**config.mk**
```make
export PLATFORM = sky130hd
export DESIGN_NAME = dti_fifo_rd_stream
export DESIGN_NICKNAME = d
export VERILOG_FILES = /design/src/rtl/dti_fifo_rd_skid_buf.sv /design/src/rtl/dti_fifo_rd_stream.sv
export SDC_FILE = /design/constraint.sdc
export NUM_CORES = 1
export LEC_CHECK = 0
export CAP_MARGIN = 0
export CORE_ASPECT_RATIO = 0.7
export CORE_MARGIN = 4
export CORE_UTILIZATION = 67
export CTS_CLUSTER_SIZE = 8
export DETAILED_ROUTE_END_ITERATION = 12
export DONT_BUFFER_PORTS = 1
export PLACE_DENSITY = 0.83
export SLEW_MARGIN = 10
export SYNTH_ARGS = -nofsm -noshare
export SYNTH_HDL_FRONTEND = slang
export SYNTH_SLANG_ARGS = --single-unit
```
**constraint.sdc**
```tcl
create_clock -name clk -period 4.62 [get_ports clk]
set_input_delay 0.924 -clock clk [delete_from_list [all_inputs] [get_ports clk]]
set_output_delay 0.924 -clock clk [all_outputs]
set_load 0.02 [all_outputs]
```
**src/rtl/dti_fifo_rd_skid_buf.sv**
```systemverilog
// Two-entry head/tail register buffer that sits between the FIFO read port
// and the output stream. The head register drives m_data directly, so the
// stream output is fully registered.
module dti_fifo_rd_skid_buf #(
  parameter int DATA_WIDTH = 21
) (
  input  logic                  clk,
  input  logic                  reset_n,
  input  logic                  clear,
  input  logic                  push,
  input  logic [DATA_WIDTH-1:0] push_data,
  input  logic                  pop,
  output logic                  valid,
  output logic [DATA_WIDTH-1:0] head_data,
  output logic [1:0]            occ
);

  localparam logic [1:0] OCC_EMPTY = 2'd0;
  localparam logic [1:0] OCC_ONE   = 2'd1;
  localparam logic [1:0] OCC_FULL  = 2'd2;

  logic [1:0]            occ_nxt;
  logic [DATA_WIDTH-1:0] head_q, head_nxt;
  logic [DATA_WIDTH-1:0] tail_q, tail_nxt;
  logic                  valid_q;

  // Next-state for occupancy and the two entries. A push that coincides with
  // a pop at occupancy one replaces the head, so occupancy stays at one.
  always_comb begin
    // NOTE: every signal gets a default first so no path leaves it unassigned
    // (which would infer a latch).
    occ_nxt  = occ;
    head_nxt = head_q;
    tail_nxt = tail_q;
    if (clear) begin
      occ_nxt = OCC_EMPTY;
    end else begin
      unique case (occ)
        OCC_EMPTY: begin
          if (push) begin
            head_nxt = push_data;
            occ_nxt  = OCC_ONE;
          end
        end
        OCC_ONE: begin
          unique case ({push, pop})
            2'b11: head_nxt = push_data;
            2'b10: begin
              tail_nxt = push_data;
              occ_nxt  = OCC_FULL;
            end
            2'b01: occ_nxt = OCC_EMPTY;
            default: ;
          endcase
        end
        OCC_FULL: begin
          // The pop rule never pushes at full, so only the pop matters here.
          if (pop) begin
            head_nxt = tail_q;
            occ_nxt  = OCC_ONE;
          end
        end
        default: occ_nxt = OCC_EMPTY;
      endcase
    end
  end

  // Occupancy, registered valid and the head entry (which is m_data).
  always_ff @(posedge clk or negedge reset_n) begin
    // NOTE: sequential state uses non-blocking assignments so every flop
    // samples pre-edge values regardless of evaluation order.
    if (!reset_n) begin
      occ     <= OCC_EMPTY;
      valid_q <= 1'b0;
      head_q  <= '0;
    end else begin
      occ     <= occ_nxt;
      valid_q <= (occ_nxt != OCC_EMPTY);
      head_q  <= head_nxt;
    end
  end

  // Tail entry storage.
  always_ff @(posedge clk) begin
    // NOTE: the tail is plain storage that is only read when occ says it is
    // full, so it carries no reset.
    tail_q <= tail_nxt;
  end

  assign valid     = valid_q;
  assign head_data = head_q;

endmodule

```
**src/rtl/dti_fifo_rd_stream.sv**
```systemverilog
// Read-side drain engine for the dti async FIFO (read-clock domain only).
// Pops FWFT words into a registered two-entry buffer and streams them out;
// also handles flush, read-error monitoring and a beat counter.
module dti_fifo_rd_stream #(
  parameter int DATA_WIDTH = 21,
  parameter int CNT_WIDTH  = 16
) (
  input  logic                  clk,
  input  logic                  reset_n,
  output logic                  fifo_rd_req,
  input  logic [DATA_WIDTH-1:0] fifo_rd_dout,
  input  logic                  fifo_rd_empty,
  input  logic                  fifo_rd_error,
  output logic                  m_valid,
  input  logic                  m_ready,
  output logic [DATA_WIDTH-1:0] m_data,
  input  logic                  flush,
  input  logic                  err_clr,
  output logic                  err_flag,
  output logic [CNT_WIDTH-1:0]  err_cnt,
  output logic [CNT_WIDTH-1:0]  xfer_cnt,
  output logic                  busy
);

  localparam logic [CNT_WIDTH-1:0] CNT_MAX = '1;

  logic [1:0] occ;
  logic       buf_full;
  logic       push;
  logic       accept;

  // Pop depends only on registered occupancy and FIFO status, never on
  // m_ready. During flush the FIFO is drained regardless of buffer space.
  assign buf_full    = (occ == 2'd2);
  assign fifo_rd_req = !fifo_rd_empty && (flush || !buf_full);
  assign push        = fifo_rd_req && !flush;
  assign accept      = m_valid && m_ready && !flush;
  assign busy        = (occ != 2'd0) || !fifo_rd_empty;

  dti_fifo_rd_skid_buf #(
    .DATA_WIDTH (DATA_WIDTH)
  ) u_skid_buf (
    .clk       (clk),
    .reset_n   (reset_n),
    .clear     (flush),
    .push      (push),
    .push_data (fifo_rd_dout),
    .pop       (accept),
    .valid     (m_valid),
    .head_data (m_data),
    .occ       (occ)
  );

  // Sticky error flag and saturating error counter; a clear coinciding with
  // a new error leaves exactly that one error recorded.
  always_ff @(posedge clk or negedge reset_n) begin
    if (!reset_n) begin
      err_flag <= 1'b0;
      err_cnt  <= '0;
    end else if (err_clr) begin
      err_flag <= fifo_rd_error;
      err_cnt  <= CNT_WIDTH'(fifo_rd_error);
    end else if (fifo_rd_error) begin
      err_flag <= 1'b1;
      if (err_cnt != CNT_MAX) err_cnt <= err_cnt + 1'b1;
    end
  end

  // Wrapping count of beats accepted by the sink.
  always_ff @(posedge clk or negedge reset_n) begin
    if (!reset_n) begin
      xfer_cnt <= '0;
    end else if (accept) begin
      xfer_cnt <= xfer_cnt + 1'b1;
    end
  end

endmodule

```
==> results.py <==
metrics = {
    "outcome": {
        "outcome": "completed",
    },
    "yosys": {
        "syn-num-nets": 348,
        "ys_seq_elements": 78,
        "async_flop_share": 0.731,
        "synth_ff_type": "dfrtp_1",
        "synth_edf_count": 21,
        "syn_area_per_cell_um2": 11.3,
        "synth-seq-area-share": 0.575,
        "synth_area_um2": 3580,
        "netlist_instances": 316,
        "ys_types": 41,
        "ys_warn_count": 0,
    },
    "clocking": {
        "clkTransAtPathRegs_ns": 0.08,
        "cts_num_sinks": 78,
        "cts.htree.levels": 3,
        "cts_setup_buffers": 0,
        "cts_resized": 0,
        "worstSkewPairLatency_ns": 0.34,
        "numCtsBuffers": 9,
        "clockBufferDepth": 2,
        "cts-root-buf": "clkbuf_8",
        "hold_buffers": 0,
        "cts_tree": "built",
    },
    "sta": {
        "hold_viol": 0,
        "tns_ns": 0,
        "finalSetupViolations": 0,
        "finalCriticalPeriod_ns": 2.86,
        "hold_ws_ns": 0.267,
        "finalMaxSlewViolations": 0,
        "period_share": 0.618,
        "relSlewSlack": 0.304,
        "max_freq_mhz": 350,
        "rsz0062_at_grt": "false",
        "worst_slew_pin_slew_ns": 1.04,
        "skew_ns": 0.0169,
    },
    "critical_path": {
        "cp-end-kind": "output pin",
        "max_stage_delay_ns": 0.72,
        "crit_path_max_fanout": 22,
        "critPathKind": "reg -> out",
        "start_kind": "flop",
        "critical_path_required_ns": 3.70,
        "worst_path_max_delay_cell": "nand2b_1",
        "critPathArrivalTime_ns": 1.93,
        "crit_family": "simple AND/OR/NAND/NOR gates",
        "critical_path_buf_inv_count": 0,
        "crit_chain": "nand2b_1, nor2_1, nor2_1",
        "path_common_cell": "nor2_1",
    },
    "floorplan": {
        "core_um2": 4970,
        "rows": 21,
        "die_w_um": 95.3,
        "start_util": 0.720,
        "fp.dieH_um": 69.1,
        "ios": 85,
        "die_area_um2": 6590,
    },
    "power_and_ir_drop": {
        "p_sw_uw": 432,
        "power.share.clock": 0.308,
        "power_leakage_nw": 1.65,
        "p_int_mw": 1.08,
        "irDropWorstVdd_v": 0.000222,
        "p_per_area_nw_per_um2": 398,
        "sw_frac_of_total": 0.286,
        "power_frac_seq": 0.606,
        "combPwrFrac": 0.086,
    },
    "routing": {
        "first_pass_iters": 4,
        "ant_nets": 0,
        "drtIter0Drc": 132,
        "vias": 2270,
        "wire_per_inst_um": 18.2,
        "via_per_inst": 5.84,
        "wl_um": 7070,
        "drc": 0,
    },
    "placement": {
        "gp_congestion": 0.790,
        "dp_hpwl_um": 5050,
        "port_buffers": 0,
        "dpl.cell_count": 373,
    },
    "grt": {
        "grt_pass1_wl_um": 11600,
        "antenna_found_initial": 0,
        "grt_pass1_vias": 2243,
        "grt_max_degree": 58,
        "grt_overflow_total": 0,
        "track_usage": 0.228,
    },
    "final_layout": {
        "fin_nets": 347,
        "register_area_um2": 2060,
        "final_cells": 389,
        "drive_above_1_share": 0.147,
        "num_antenna_cells": 0,
        "multi_input_area_um2": 1430,
        "area_growth_pct": 5.84,
        "final_cell_mix": "nand2_1, dfrtp_1, edfxtp_1, xnor2_1, mux2_4",
        "final_common_cell": "nand2_1",
        "nFillCells": 307,
    },
    "worst_hold_path": {
        "hold_path_class": "in -> async",
    },
    "flow_run": {
        "maxCapViolCount": 0,
    },
}
==> flip-flops by register name (all words and copies together) (netlist names) <==
| register | flops |
|---|---|
| u_skid_buf.valid | 1 |
| u_skid_buf.head_data | 21 |
| err_cnt | 16 |
| err_flag | 1 |
| xfer_cnt | 16 |
| u_skid_buf.tail_q | 21 |
| u_skid_buf.occ | 2 |
==> per-stage QoR <==
| stage | cell area (µm²) | total power [mW] | utilization | setup slack [ns] |
|---|---|---|---|---|
| floorplan | 3580 | 1.02 | - | 1.89 |
| global placement | 3600 | 1.05 | 0.726 | 1.82 |
| detailed placement | 3600 | 1.06 | 0.726 | 1.70 |
| CTS | 3780 | 1.52 | 0.762 | 1.73 |
| global route | 3780 | 1.58 | 0.762 | 1.59 |
| finish | 3780 | 1.51 | 0.762 | 1.76 |
==> power groups by stage <==
stage                     logic [mW]  registers, mW  clock network (mW)
after floorplan                0.121          0.901                   0
after global placement         0.124          0.923                   0
after detailed placement       0.133          0.926                   0
after CTS                      0.132          0.914               0.473
after global routing           0.146          0.924               0.508
final                          0.130          0.913               0.464
==> cell type report <==
cell class,count,area share
clock buffer,10,0.0393
clock inverter,6,0.00860
inverter,7,0.00760
multi-input combinational,219,0.378
sequential,78,0.543
tap,69,0.0228
==> cells by family after synthesis <==
kind of cell / after synthesis / synth area share
adder cells (fa/ha/maj): 4 / 0.0140
AO/OA/AOI/OAI: 23 / 0.0416
multiplexers: 22 / 0.0899
flip-flops: 78 / 0.575
buffers and inverters: 19 / 0.0259
AND/OR/NAND/NOR: 144 / 0.190
XOR/XNOR: 26 / 0.0637
==> worst reg2reg max path, stage by stage (launching register included) <==
cell	delay (ns)
dfrtp_1	0.41
nor2b_2	0.86
nand2_4	0.10
a31oi_4	0.83
mux2_2	0.43
==> path summary, 6_finish.rpt <==
path	slack (ns)	from	end	cells past startpoint
worst max-delay path	1.76	u_skid_buf.occ[0]	fifo_rd_req	3
worst min register to register	0.56	u_skid_buf.tail_q[8]	u_skid_buf.head_data[8]	3
worst min-delay path	0.27	reset_n	u_skid_buf.head_data[10]	0
min in group clk	0.56	u_skid_buf.tail_q[8]	u_skid_buf.head_data[8]	3
worst max register to register	1.89	u_skid_buf.occ[1]	u_skid_buf.head_data[0]	4
max in group asynchronous	4.23	reset_n	u_skid_buf.head_data[20]	0
==> cells in the mapped netlist (all sizes together), types with 6 or more instances <==
master | number | area share
xnor2 | 20 | 0.049
nand4 | 13 | 0.023
xor2 | 6 | 0.015
nor2 | 16 | 0.017
o21ai | 12 | 0.017
nand3 | 8 | 0.011
inv | 7 | 0.0080
edfxtp | 21 | 0.18
nand2 | 81 | 0.087
buf | 7 | 0.013
dfrtp | 57 | 0.40
nor3 | 6 | 0.0098
mux2 | 21 | 0.087
==> metal layers <==
| layer | GRT usage | part of all wire | wire length, µm |
|---|---|---|---|
| met5 | 0 | 0 | 0 |
| met4 | 0.0624 | 0.0058 | 41 |
| met3 | 0.0957 | 0.098 | 693 |
| met2 | 0.321 | 0.44 | 3130 |
| met1 | 0.326 | 0.45 | 3210 |
Power figures use the tool's default switching activity.
